[src/rtl/cache_def_pkg.sv]
// Shared types and address-split constants for the direct-mapped cache controller.
package cache_def_pkg;

    localparam int TAGMSB      = 31;
    localparam int TAGLSB      = 14;
    localparam int CACHE_INDEX = 1024;

    typedef enum logic [1:0] {
        IDLE        = 2'd0,
        COMPARE_TAG = 2'd1,
        ALLOCATE    = 2'd2,
        WRITE_BACK  = 2'd3
    } cache_state_type;

    typedef struct packed {
        logic                 valid;
        logic                 dirty;
        logic [TAGMSB:TAGLSB] tag;
    } cache_tag_type;

    typedef struct packed {
        logic [9:0] index;
        logic       we;
    } cache_req_type;

    typedef logic [127:0] cache_data_type;

    typedef struct packed {
        logic [31:0] addr;
        logic [31:0] data;
        logic        rw;
        logic        valid;
    } cpu_req_type;

    typedef struct packed {
        logic [31:0] data;
        logic        ready;
    } cpu_result_type;

    typedef struct packed {
        logic [31:0]  addr;
        logic [127:0] data;
        logic         rw;
        logic         valid;
    } mem_req_type;

    typedef struct packed {
        logic [127:0] data;
        logic         ready;
    } mem_data_type;

    function automatic logic [31:0] get_word(input cache_data_type line, input logic [1:0] sel);
        return line[{sel, 5'd0} +: 32];
    endfunction

    function automatic cache_data_type put_word(input cache_data_type line, input logic [1:0] sel,
                                                input logic [31:0] word);
        cache_data_type res;
        res = line;
        res[{sel, 5'd0} +: 32] = word;
        return res;
    endfunction

endpackage

[src/rtl/dm_cache_stats.sv]
// Saturating hit/miss event counters for the cache controller.
// Latency: counts update on the edge after the event pulse.
// Backpressure: none; pulses are consumed every cycle.
module dm_cache_stats (
    input  logic        clk,
    input  logic        rst_n,
    input  logic        hit_inc,
    input  logic        miss_inc,
    output logic [31:0] hit_cnt,
    output logic [31:0] miss_cnt
);

    always_ff @(posedge clk or negedge rst_n) begin
        if (!rst_n) begin
            hit_cnt  <= '0;
            miss_cnt <= '0;
        end else begin
            if (hit_inc && (hit_cnt != 32'hFFFF_FFFF))
                hit_cnt <= hit_cnt + 32'd1;
            if (miss_inc && (miss_cnt != 32'hFFFF_FFFF))
                miss_cnt <= miss_cnt + 32'd1;
        end
    end

endmodule

[src/rtl/dm_cache_fsm.sv]
// Direct-mapped write-back/write-allocate cache controller; CACHE_STATS_EN adds hit/miss counters.
// Latency: hit answered one cycle after acceptance; misses add write-back and fill waits.
// Backpressure: CPU requests taken only in IDLE; mem_req held until mem_data.ready pulses.
module dm_cache_fsm
    import cache_def_pkg::*;
(
    input  logic           clk,
    input  logic           rst_n,
    input  cpu_req_type    cpu_req,
    output cpu_result_type cpu_res,
    output mem_req_type    mem_req,
    input  mem_data_type   mem_data,
    output cache_req_type  tag_req,
    output cache_req_type  data_req,
    output cache_tag_type  tag_write,
    input  cache_tag_type  tag_read,
    output cache_data_type data_write,
    input  cache_data_type data_read
`ifdef CACHE_STATS_EN
    ,
    output logic [31:0]    hit_cnt,
    output logic [31:0]    miss_cnt
`endif
);

    cache_state_type      state_q;
    logic [TAGMSB:TAGLSB] req_tag_q;
    logic [9:0]           req_index_q;
    logic [1:0]           req_word_q;
    logic [31:0]          req_data_q;
    logic                 req_rw_q;
    logic                 hit;
    logic                 unused_addr_bits;

    // Byte-lane bits never reach the cache; word granularity only.
    assign unused_addr_bits = ^cpu_req.addr[1:0];

    assign hit = tag_read.valid && (tag_read.tag == req_tag_q);

    always_comb begin
        cpu_res        = '0;
        tag_req        = '0;
        data_req       = '0;
        tag_write      = '0;
        data_write     = '0;
        tag_req.index  = req_index_q;
        data_req.index = req_index_q;
        case (state_q)
            COMPARE_TAG: begin
                if (hit) begin
                    cpu_res.ready = 1'b1;
                    cpu_res.data  = get_word(data_read, req_word_q);
                    if (req_rw_q) begin
                        tag_req.we      = 1'b1;
                        data_req.we     = 1'b1;
                        tag_write.valid = 1'b1;
                        tag_write.dirty = 1'b1;
                        tag_write.tag   = req_tag_q;
                        data_write      = put_word(data_read, req_word_q, req_data_q);
                    end
                end
            end
            ALLOCATE: begin
                // Fill lands as a clean line; a pending write merges on the re-compare.
                if (mem_data.ready) begin
                    tag_req.we      = 1'b1;
                    data_req.we     = 1'b1;
                    tag_write.valid = 1'b1;
                    tag_write.dirty = 1'b0;
                    tag_write.tag   = req_tag_q;
                    data_write      = mem_data.data;
                end
            end
            default: ;
        endcase
    end

    always_ff @(posedge clk or negedge rst_n) begin
        if (!rst_n) begin
            state_q     <= IDLE;
            req_tag_q   <= '0;
            req_index_q <= '0;
            req_word_q  <= '0;
            req_data_q  <= '0;
            req_rw_q    <= 1'b0;
            mem_req     <= '0;
        end else begin
            case (state_q)
                IDLE: begin
                    if (cpu_req.valid) begin
                        req_tag_q   <= cpu_req.addr[TAGMSB:TAGLSB];
                        req_index_q <= cpu_req.addr[13:4];
                        req_word_q  <= cpu_req.addr[3:2];
                        req_data_q  <= cpu_req.data;
                        req_rw_q    <= cpu_req.rw;
                        state_q     <= COMPARE_TAG;
                    end
                end
                COMPARE_TAG: begin
                    if (hit) begin
                        state_q <= IDLE;
                    end else if (tag_read.valid && tag_read.dirty) begin
                        mem_req.addr  <= {tag_read.tag, req_index_q, 4'h0};
                        mem_req.data  <= data_read;
                        mem_req.rw    <= 1'b1;
                        mem_req.valid <= 1'b1;
                        state_q       <= WRITE_BACK;
                    end else begin
                        mem_req.addr  <= {req_tag_q, req_index_q, 4'h0};
                        mem_req.rw    <= 1'b0;
                        mem_req.valid <= 1'b1;
                        state_q       <= ALLOCATE;
                    end
                end
                WRITE_BACK: begin
                    if (mem_data.ready) begin
                        mem_req.addr  <= {req_tag_q, req_index_q, 4'h0};
                        mem_req.rw    <= 1'b0;
                        mem_req.valid <= 1'b1;
                        state_q       <= ALLOCATE;
                    end
                end
                ALLOCATE: begin
                    if (mem_data.ready) begin
                        mem_req.valid <= 1'b0;
                        state_q       <= COMPARE_TAG;
                    end
                end
                default: state_q <= IDLE;
            endcase
        end
    end

`ifdef CACHE_STATS_EN
    logic refill_q;

    // Marks the re-compare after a fill so the same request is not counted twice.
    always_ff @(posedge clk or negedge rst_n) begin
        if (!rst_n)
            refill_q <= 1'b0;
        else if (state_q == ALLOCATE && mem_data.ready)
            refill_q <= 1'b1;
        else if (state_q == COMPARE_TAG)
            refill_q <= 1'b0;
    end

    dm_cache_stats u_stats (
        .clk      (clk),
        .rst_n    (rst_n),
        .hit_inc  ((state_q == COMPARE_TAG) && hit && !refill_q),
        .miss_inc ((state_q == COMPARE_TAG) && !hit),
        .hit_cnt  (hit_cnt),
        .miss_cnt (miss_cnt)
    );
`endif

endmodule

[config.mk]
export PLATFORM = sky130hd
export DESIGN_NAME = dm_cache_fsm
export DESIGN_NICKNAME = d
export VERILOG_FILES = /design/src/rtl/cache_def_pkg.sv /design/src/rtl/dm_cache_stats.sv /design/src/rtl/dm_cache_fsm.sv
export SDC_FILE = /design/constraint.sdc
export NUM_CORES = 1
export LEC_CHECK = 0
export ABC_AREA = 1
export CAP_MARGIN = 10
export CORE_AREA = 3 3 273 275
export CTS_BUF_LIST = sky130_fd_sc_hd__clkbuf_8
export DETAILED_ROUTE_END_ITERATION = 10
export DIE_AREA = 0 0 276 278
export GPL_TIMING_DRIVEN = 1
export HOLD_SLACK_MARGIN = 0.03
export PLACE_DENSITY = 0.51
export SLEW_MARGIN = 25
export SYNTH_ARGS = -nofsm -noshare
export SYNTH_HDL_FRONTEND = slang
export SYNTH_SLANG_ARGS = --single-unit
[constraint.sdc]
create_clock -name clk -period 4.8 [get_ports clk]
set_input_delay 0.72 -clock clk [delete_from_list [all_inputs] [get_ports clk]]
set_output_delay 0.72 -clock clk [all_outputs]
set_load 0.05 [all_outputs]
After elaboration in Yosys (flattened, before gate mapping)
Index checks and enable logic that the tools add are counted.

storage, ports and cells
  input bits = 345
  flip-flop bits (word level) = 227
  bits in read-only memories = 0
  bits in writable memories = 0
  output and inout bits = 365
  latch bits = 0
  memories kept = 0
  logic and storage cells = 63

operators by class
  shift-type cells = 3
  divide/modulo/power cells = 0
  magnitude comparators = 0
  eq/ne operators = 8
  add/sub/neg operators = 1
  $mul = 0
  bitwise operators = 1
  reduce and logical (&&, ||, !) cells = 10
  muxes and demuxes = 30

operators by type and width
  kind                      number
  $mux 128                  4
  $pmux 128 s2              1
  $mux 162                  1
  $bwmux 128                1
  $shift 32x9->128 const A  1
  $shiftx 128x8->32         1
  $shiftx 32x9->128         1
  $mux 33                   2
  $mux 32                   2
  $pmux 32 s2               1
  $mux 20                   3
  $pmux 20 s2               1
  $eq 18x18->1              1
  $mux 2                    5
  $neg 7->9                 1
  $reduce_and 3->1          3
  $ne 2x2->1 const B        4
  $pmux 2 s4                1
  $mux 1                    5
  $eq 2x2->1 const B        2
  $pmux 1 s2                2
  $reduce_and 4->1          1
  $pmux 1 s3                1
  $reduce_bool 3->1         1
  other kinds (6)           7

Depth between registers and ports, before layout
Gate-level depths: netlist of the first run.

  depth after elaboration = 6
  depth in mapped cells = 14
  gate-level depth less buffers = 12

Least setup slack after synthesis of the first run
No wires, ideal clock.

  path kind = reg-to-output
  start = reg req_word_q[1]
  end = out data_write[4]
  arrival time = 3108 ps
  required time = 4080 ps
  cell stages (with the launch flop) = 10
  buffers on the path = 3
  slack = 972 ps
  cell sequence = dfrtp_1 > clkinv_1 > clkbuf_1 > ha_1 > or2_2 > clkbuf_1 > clkbuf_1 > o21ai_0 > o21ai_0 > o21ai_0

on the way
  word-level cells in the longest chain between the ends = 6
  elaborated cells on any way between the ends = 7
  classes of those cells = add/sub (1); shift (2); mux (4)

RTL lines
  item                                                   line                 RTL
  start: declaration                                     dm_cache_fsm.sv:29   logic [1:0] req_word_q;
  start signal: assignment                               dm_cache_fsm.sv:93   req_word_q <= cpu_req.addr[3:2];
  $neg 7->9 (*)                                          cache_def_pkg.sv:60  res[{sel, 5'd0} +: 32] = word;
  $shiftx 32x9->128 or $shift 32x9->128 (tied branches)  cache_def_pkg.sv:60
  $bwmux 128 (*)                                         cache_def_pkg.sv:60
  $mux 128 (*)                                           dm_cache_fsm.sv:53   if (req_rw_q) begin
  $mux 128 (*)                                           dm_cache_fsm.sv:50   if (hit) begin
  $pmux 128 s2 (*)                                       dm_cache_fsm.sv:48   case (state_q)
  end: declaration                                       dm_cache_fsm.sv:17   output cache_data_type data_write,

Mark *: on every way between the ends. The rest lies on a longest branch, timed or not.

Final worst setup path of the first run
  start = reg req_word_q[0]
  end = out data_write[96]

The elaborated chain is that of the path after synthesis.

==> flow_summary.json, run 1 <==
{
  "final_max_slew_viol_count": 0,
  "routed-via-count": 16400,
  "criticalPathCategory": "register to primary output",
  "reg2reg_depth": 8,
  "fin_setup_tns_ps": 0,
  "fp.coreArea_um2": 72600,
  "io_buffers": 703,
  "critPathArrivalTime_ps": 3800,
  "synth_area_um2": 14200,
  "switching_share_pct": 54.6,
  "crit_fanout": 15,
  "design_area_um2": 24200,
  "gr-total-overflow": 0,
  "synthDominantCellAreaShare_pct": 39.3,
  "placementRows": 99,
  "avgSynthCellArea_um2": 7.43,
  "power_frac_comb_pct": 64.6,
  "whs_ps": 42.0,
  "cts_resized": 0,
  "ys_seq_area_share_pct": 39.3,
  "first_iter_violations": 1470,
  "dp_hpwl_um": 74900,
  "track_usage_pct": 23.5,
  "crit_start": "req_word_q[0]$_DFFE_PN0P_",
  "htreeDepth": 2,
  "wl_per_cell_um": 26.4,
  "rsz0062_at_grt": "no",
  "p_sw_mw": 8.73,
  "start_util_pct": 19.6,
  "worstHoldPathType": "primary input to async pin",
  "area_delta_synth_final_pct": 70.2,
  "insertion_delay_ps": 610,
  "wirelength_um": 94100,
  "multi_input_area_um2": 7090,
  "die_w_um": 276,
  "powerDensity_nw_per_um2": 661,
  "reg2reg_from": "state_q[1]$_DFFE_PN0P_",
  "cts_buffers": 47,
  "min_period_ps": 4520,
  "finalHoldViolCount": 0,
  "seqPwrFrac_pct": 21.9,
  "cts_buffer_depth": 3,
  "clock-sinks": 223,
  "grt_pass1_vias": 16500,
  "leakagePower_nw": 10.7,
  "yosysTopAreaCell": "dfrtp_1",
  "vdd_drop_max_mv": 0.303,
  "worst_pin_slew_ps": 1080,
  "finClkSkew_ps": 30.0,
  "cts_root_buffer": "clkbuf_8",
  "p_int_mw": 7.26,
  "maxCapViolations": 0,
  "synth.distinct_cells": 34,
  "seqCellArea_um2": 5580,
  "drive_gt1_share_pct": 18.5,
  "dieArea_um2": 76700,
  "maxSlewHeadroom_pct": 28.0,
  "clock_power_share_pct": 13.5,
  "crit_path_start_kind": "register",
  "ios": 710,
  "vias_per_cell": 4.61,
  "layout_common_cells": "clkdlybuf4s50_1 (541), nand2_1 (514), dfrtp_1 (222), inv_1 (164), nor2_1 (159)",
  "nets": 2912,
  "clk_pin_slew_ps": 60,
  "antenna_found_initial": 16,
  "syn_inst": 1913,
  "synth_seq_cells": 223,
  "required_ps": 4080,
  "final-setup-viol-count": 0,
  "grt_max_degree": 96,
  "cp-end-kind": "primary output",
  "globalplace.congestion": 0.924,
  "route.detailed.drc": 0,
  "status": "finished clean",
  "r2r_end": "mem_req[36]$_DFFE_PN0P_",
  "fillers": 7735,
  "fmax_mhz": 221,
  "cts_tree": "done",
  "die_height_um": 278,
  "power_mw": 16.0,
  "rrSetupSlack_ps": 1780,
  "ys_warn_count": 0,
  "placed_area_um2": 23100,
  "period_share_pct": 94.2,
  "grt_pass1_wl_um": 130000,
  "mostFrequentLayoutCell": "clkdlybuf4s50_1",
  "synth_area_leaders": "dfrtp_1 (39%), nand2_1 (14%), o21ai_2 (6.3%)",
  "endpoint": "data_write[96]",
  "drtPass1Iterations": 7,
  "antenna_left": 0
}
## what timing repair did
action,CTS,global route
setup endpoints to repair,0,2
hold buffers,0,0
buffers inserted,0,7
## power by group through the flow
stage	Combinational (mW)	Clock, mW	Sequential, mW
after CTS	10.3	2.23	3.50
final	10.3	2.16	3.51
after detailed placement	10.3	0	3.51
after global routing	10.9	2.31	3.60
after global placement	10.2	0	3.48
after floorplan	3.74	0	5.66
## final cells by class
type / count / area share, %
Antenna cell: 14 / 0.145
Clock buffer: 59 / 3.36
Clock inverter: 19 / 0.605
Inverter: 172 / 2.68
Multi-Input combinational cell: 1365 / 29.3
Sequential cell: 223 / 23.1
Tap cell: 959 / 4.96
Timing Repair Buffer: 749 / 35.8
## flip-flops by register name, indices dropped and copies added (netlist names)
| name | cells |
|---|---|
| req_rw_q | 1 |
| mem_req | 158 |
| req_word_q | 2 |
| req_tag_q | 18 |
| req_index_q | 10 |
| state_q | 2 |
| req_data_q | 32 |
## cell usage after synthesis
cell type  number
a21boi_0        5
a21oi_1       131
a21oi_2        13
a22oi_1        91
buf_1          14
buf_12         11
buf_2          17
buf_4          31
buf_6           4
buf_8           1
clkbuf_1       77
clkbuf_2        1
clkinv_1        4
conb_1          1
dfrtp_1       223
ha_1            9
inv_1         157
inv_2          11
mux2_2         36
nand2_1       516
nand2_2        14
nand2_4         1
nand3_1        68
nand3_4         2
nor2_1        161
nor2_2          5
nor2_4          4
nor3_1         12
nor3_2          2
o21ai_0       121
o21ai_1        63
o21ai_2       103
or2_2           1
xor2_1          3
## worst max-delay path, cell delays in order, from the launching register on
cell and delay [ps]:
dfrtp_4 510, clkinv_1 230, ha_1 850, nor3_4 60
buf_12 190, buf_4 170, a22oi_1 590, o21ai_0 330
buf_12 230
## worst min path at each step
stage,from,to,slack [ps],cells after the start
floorplan,rst_n,mem_req[0]$_DFFE_PN0P_,420,0
global placement,mem_req[28]$_DFFE_PN0P_,mem_req[28]$_DFFE_PN0P_,460,2
detailed placement,mem_req[106]$_DFFE_PN0P_,mem_req[106]$_DFFE_PN0P_,460,2
CTS,rst_n,mem_req[99]$_DFFE_PN0P_,30,1
global route,rst_n,req_tag_q[23]$_DFFE_PN0P_,40,1
finish,rst_n,req_tag_q[23]$_DFFE_PN0P_,40,1
## kinds of logic (layout without fill, tap and decap cells)
group | Yosys count | in the layout | synth area share (%)
simple gates | 786 | 786 | 22.4
compound gates | 527 | 527 | 23.3
mux | 36 | 36 | 2.85
fa+ha+maj | 9 | 9 | 0.792
flops | 223 | 223 | 39.3
buf+inv | 328 | 999 | 11.2
other cells | 1 | 18 | 0.0264
xor+xnor | 3 | 3 | 0.185
## stage by stage
stage,utilization [%],worst slack (ps),instances
5_1_grt,33.3,103,3553
4_1_cts,33.2,64.6,3539
6_report,33.3,278,3560
3_5_place_dp,31.9,522,3461
3_3_place_gp,31.8,553,3461
2_1_floorplan,-,972,1916
## metal layers
layer | track usage [%] | vias to the layer above | wire, um
met5 | 0 | - | 28
met4 | 5.89 | 4 | 2040
met3 | 5.61 | 106 | 6970
met2 | 35.8 | 707 | 41400
met1 | 33.3 | 8050 | 43600
li1 | - | 7544 | -
No activity file was read; power rests on OpenSTA's default activity.
==> inputs of run 2 (changes only) <==
--- a/config.mk
+++ b/config.mk
@@ -11,7 +11,7 @@
 export CTS_BUF_LIST = sky130_fd_sc_hd__clkbuf_8
 export DETAILED_ROUTE_END_ITERATION = 10
 export DIE_AREA = 0 0 276 278
-export GPL_TIMING_DRIVEN = 1
+export GPL_TIMING_DRIVEN = 0
 export HOLD_SLACK_MARGIN = 0.03
 export PLACE_DENSITY = 0.51
 export SLEW_MARGIN = 25
==> run 2 against run 1 <==
Compared with the run above: global-route usage up 5.3 points; sequential power is essentially flat; die area did not move; count of clock-buffer cells in the layout rose by 1; flip-flop and latch count unchanged; worst setup slack got worse by 230 ps; wire length increased by 22%; critical path type unchanged; highest routed layer unchanged.
==> flow_summary.json, run 2 (same netlist as run 1, synthesis figures left out) <==
{
  "mostFrequentLayoutCell": "clkdlybuf4s50_1",
  "antenna_left": 0,
  "slowest_delay_ps": 880,
  "status": "finished clean",
  "min_period_ps": 4750,
  "drive_gt1_share_pct": 15.3,
  "hold_path_depth": 2,
  "reg2reg_from": "state_q[1]$_DFFE_PN0P_",
  "criticalPathCategory": "register to primary output",
  "clk_pin_slew_ps": 60,
  "vdd_drop_max_mv": 0.301,
  "dieArea_um2": 76700,
  "r2r_end": "mem_req[122]$_DFFE_PN0P_",
  "antenna_found_initial": 15,
  "crit_chain": "clkinv_2 > clkbuf_4 > ha_1 > nor2_2 > a22oi_1 > o21ai_0 > clkdlybuf4s50_1",
  "powerDensity_nw_per_um2": 685,
  "ios": 710,
  "stdcell_count": 3675,
  "required_ps": 4080,
  "route.detailed.drc": 0,
  "largestRegisters": "mem_req x158, req_data_q x32, req_tag_q x18",
  "fmax_mhz": 211,
  "grt_pass1_wl_um": 152000,
  "cts_tree": "done",
  "crit_path_start_kind": "register",
  "rsz0062_at_grt": "yes",
  "finClkSkew_ps": 22.6,
  "worst_pin_slew_ps": 1030,
  "final-setup-viol-count": 0,
  "maxSlewHeadroom_pct": 31.5,
  "htreeDepth": 2,
  "die_w_um": 276,
  "globalplace.congestion": 0.938,
  "final_util_pct": 32.6,
  "area_delta_synth_final_pct": 66.7,
  "maxCapViolations": 0,
  "track_usage_pct": 28.8,
  "crit_slowest_cell": "clkdlybuf4s50_1",
  "holdPathEnd": "mem_req[101]$_DFFE_PN0P_",
  "io_buffers": 703,
  "wl_per_cell_um": 31.3,
  "cts_root_buffer": "clkbuf_8",
  "dp_cells": 3581,
  "rrSetupSlack_ps": 1550,
  "leakagePower_nw": 10.8,
  "start_util_pct": 19.6,
  "layout_common_cells": "clkdlybuf4s50_1 (590), nand2_1 (515), dfrtp_1 (221), inv_1 (171), nor2_1 (159)",
  "grt_max_degree": 81,
  "grt_pass1_vias": 17100,
  "routed-via-count": 17300,
  "crit_fanout": 12,
  "insertion_delay_ps": 630,
  "period_share_pct": 98.9,
  "cts_buffers": 47,
  "fillers": 7955,
  "wirelength_um": 115000,
  "clock-sinks": 223,
  "critPathArrivalTime_ps": 4030,
  "cp-end-kind": "primary output",
  "cts_buffer_depth": 3,
  "reg2reg_depth": 8,
  "dp_hpwl_um": 92500,
  "nets": 3030,
  "worstHoldPathType": "register to register",
  "fp.coreArea_um2": 72600,
  "die_height_um": 278,
  "largest_reg_flops": 158,
  "finalHoldViolCount": 0,
  "min_from": "mem_req[101]$_DFFE_PN0P_",
  "drtPass1Iterations": 5,
  "top_register": "mem_req",
  "placementRows": 99,
  "gr-total-overflow": 0,
  "final_max_slew_viol_count": 0,
  "crit_start": "req_word_q[1]$_DFFE_PN0P_",
  "vias_per_cell": 4.71,
  "first_iter_violations": 1624
}
[run 2: cell count changes in the layout (fill, tap and decap cells not counted), moves of 7 or more]
cell	before	now
clkdlybuf4s50_1	541	590
dlygate4sd2_1	0	71
clkbuf_2	0	26
buf_4	73	35
buf_12	134	12
buf_1	0	14
clkbuf_1	0	47
inv_1	164	171
buf_2	0	17
clkdlybuf4s15_2	0	32
[run 2: area by class of cell]
cell class                      instances  area (um2)  share of cell area [%]
Tap cell                              959        1200                    5.07
Timing Repair Buffer                  712        7120                    30.1
Clock inverter                         21         149                   0.629
Inverter                              172         652                    2.75
Antenna cell                            8        20.0                  0.0845
Buffer                                155        1000                    4.23
Sequential cell                       223        5580                    23.6
Multi-Input combinational cell       1365        7130                    30.1
Clock buffer                           60         826                    3.49
[run 2: where the power goes]
| group | total [mW] | leakage [nW] | switching, mW | internal, mW |
|---|---|---|---|---|
| Clock | 2.20 | 0.548 | 0.973 | 1.22 |
| Combinational | 10.5 | 7.60 | 7.40 | 3.08 |
| Sequential | 3.54 | 2.68 | 0.748 | 2.79 |
| Total | 16.2 | 10.8 | 9.12 | 7.10 |
[run 2: timing repair]
item / CTS / global route
setup buffers: 5 / 0
hold endpoints to repair: 7 / 0
gates resized for setup: 225 / 11
endpoints found under the setup margin: 129 / 17
hold buffers: 1 / 0
pin swaps: 2 / 0
[run 2: metrics by stage]
step	cell area, um2	hold slack, ps	TNS [ps]	total power, mW	setup slack [ps]
floorplan	14200	424	0	9.39	972
global placement	22500	453	-1830490	13.8	-7920
detailed placement	22600	457	-64050	13.9	-1360
CTS	23700	461	0	16.2	0.162
global route	23700	474	-7.46	17.0	-7.46
finish	23700	468	0	16.2	52.5
[run 2: worst max path at each step]
stage,end,slack [ps]
after floorplan,data_write[4],970
after global placement,mem_req[104]$_DFFE_PN0P_,-7920
after detailed placement,data_write[115],-1360
after CTS,data_write[29],0.2
after global routing,data_write[118],-7
final,data_write[118],50
[run 2: worst max-delay path, delay by kind of cell (launching register included)]
family,cells,cell delay (ps)
fa+ha+maj,1,440
compound gates,2,540
buf+inv,3,1360
flops,1,530
simple gates,1,520
[run 2: routing by layer]
layer	vias to the layer above	track usage, %	share of wire, %
met5	-	0	0.018
met4	4	7.57	2.8
met3	153	8.48	9.1
met2	940	43.5	43
met1	8418	39.9	45
li1	7781	-	-
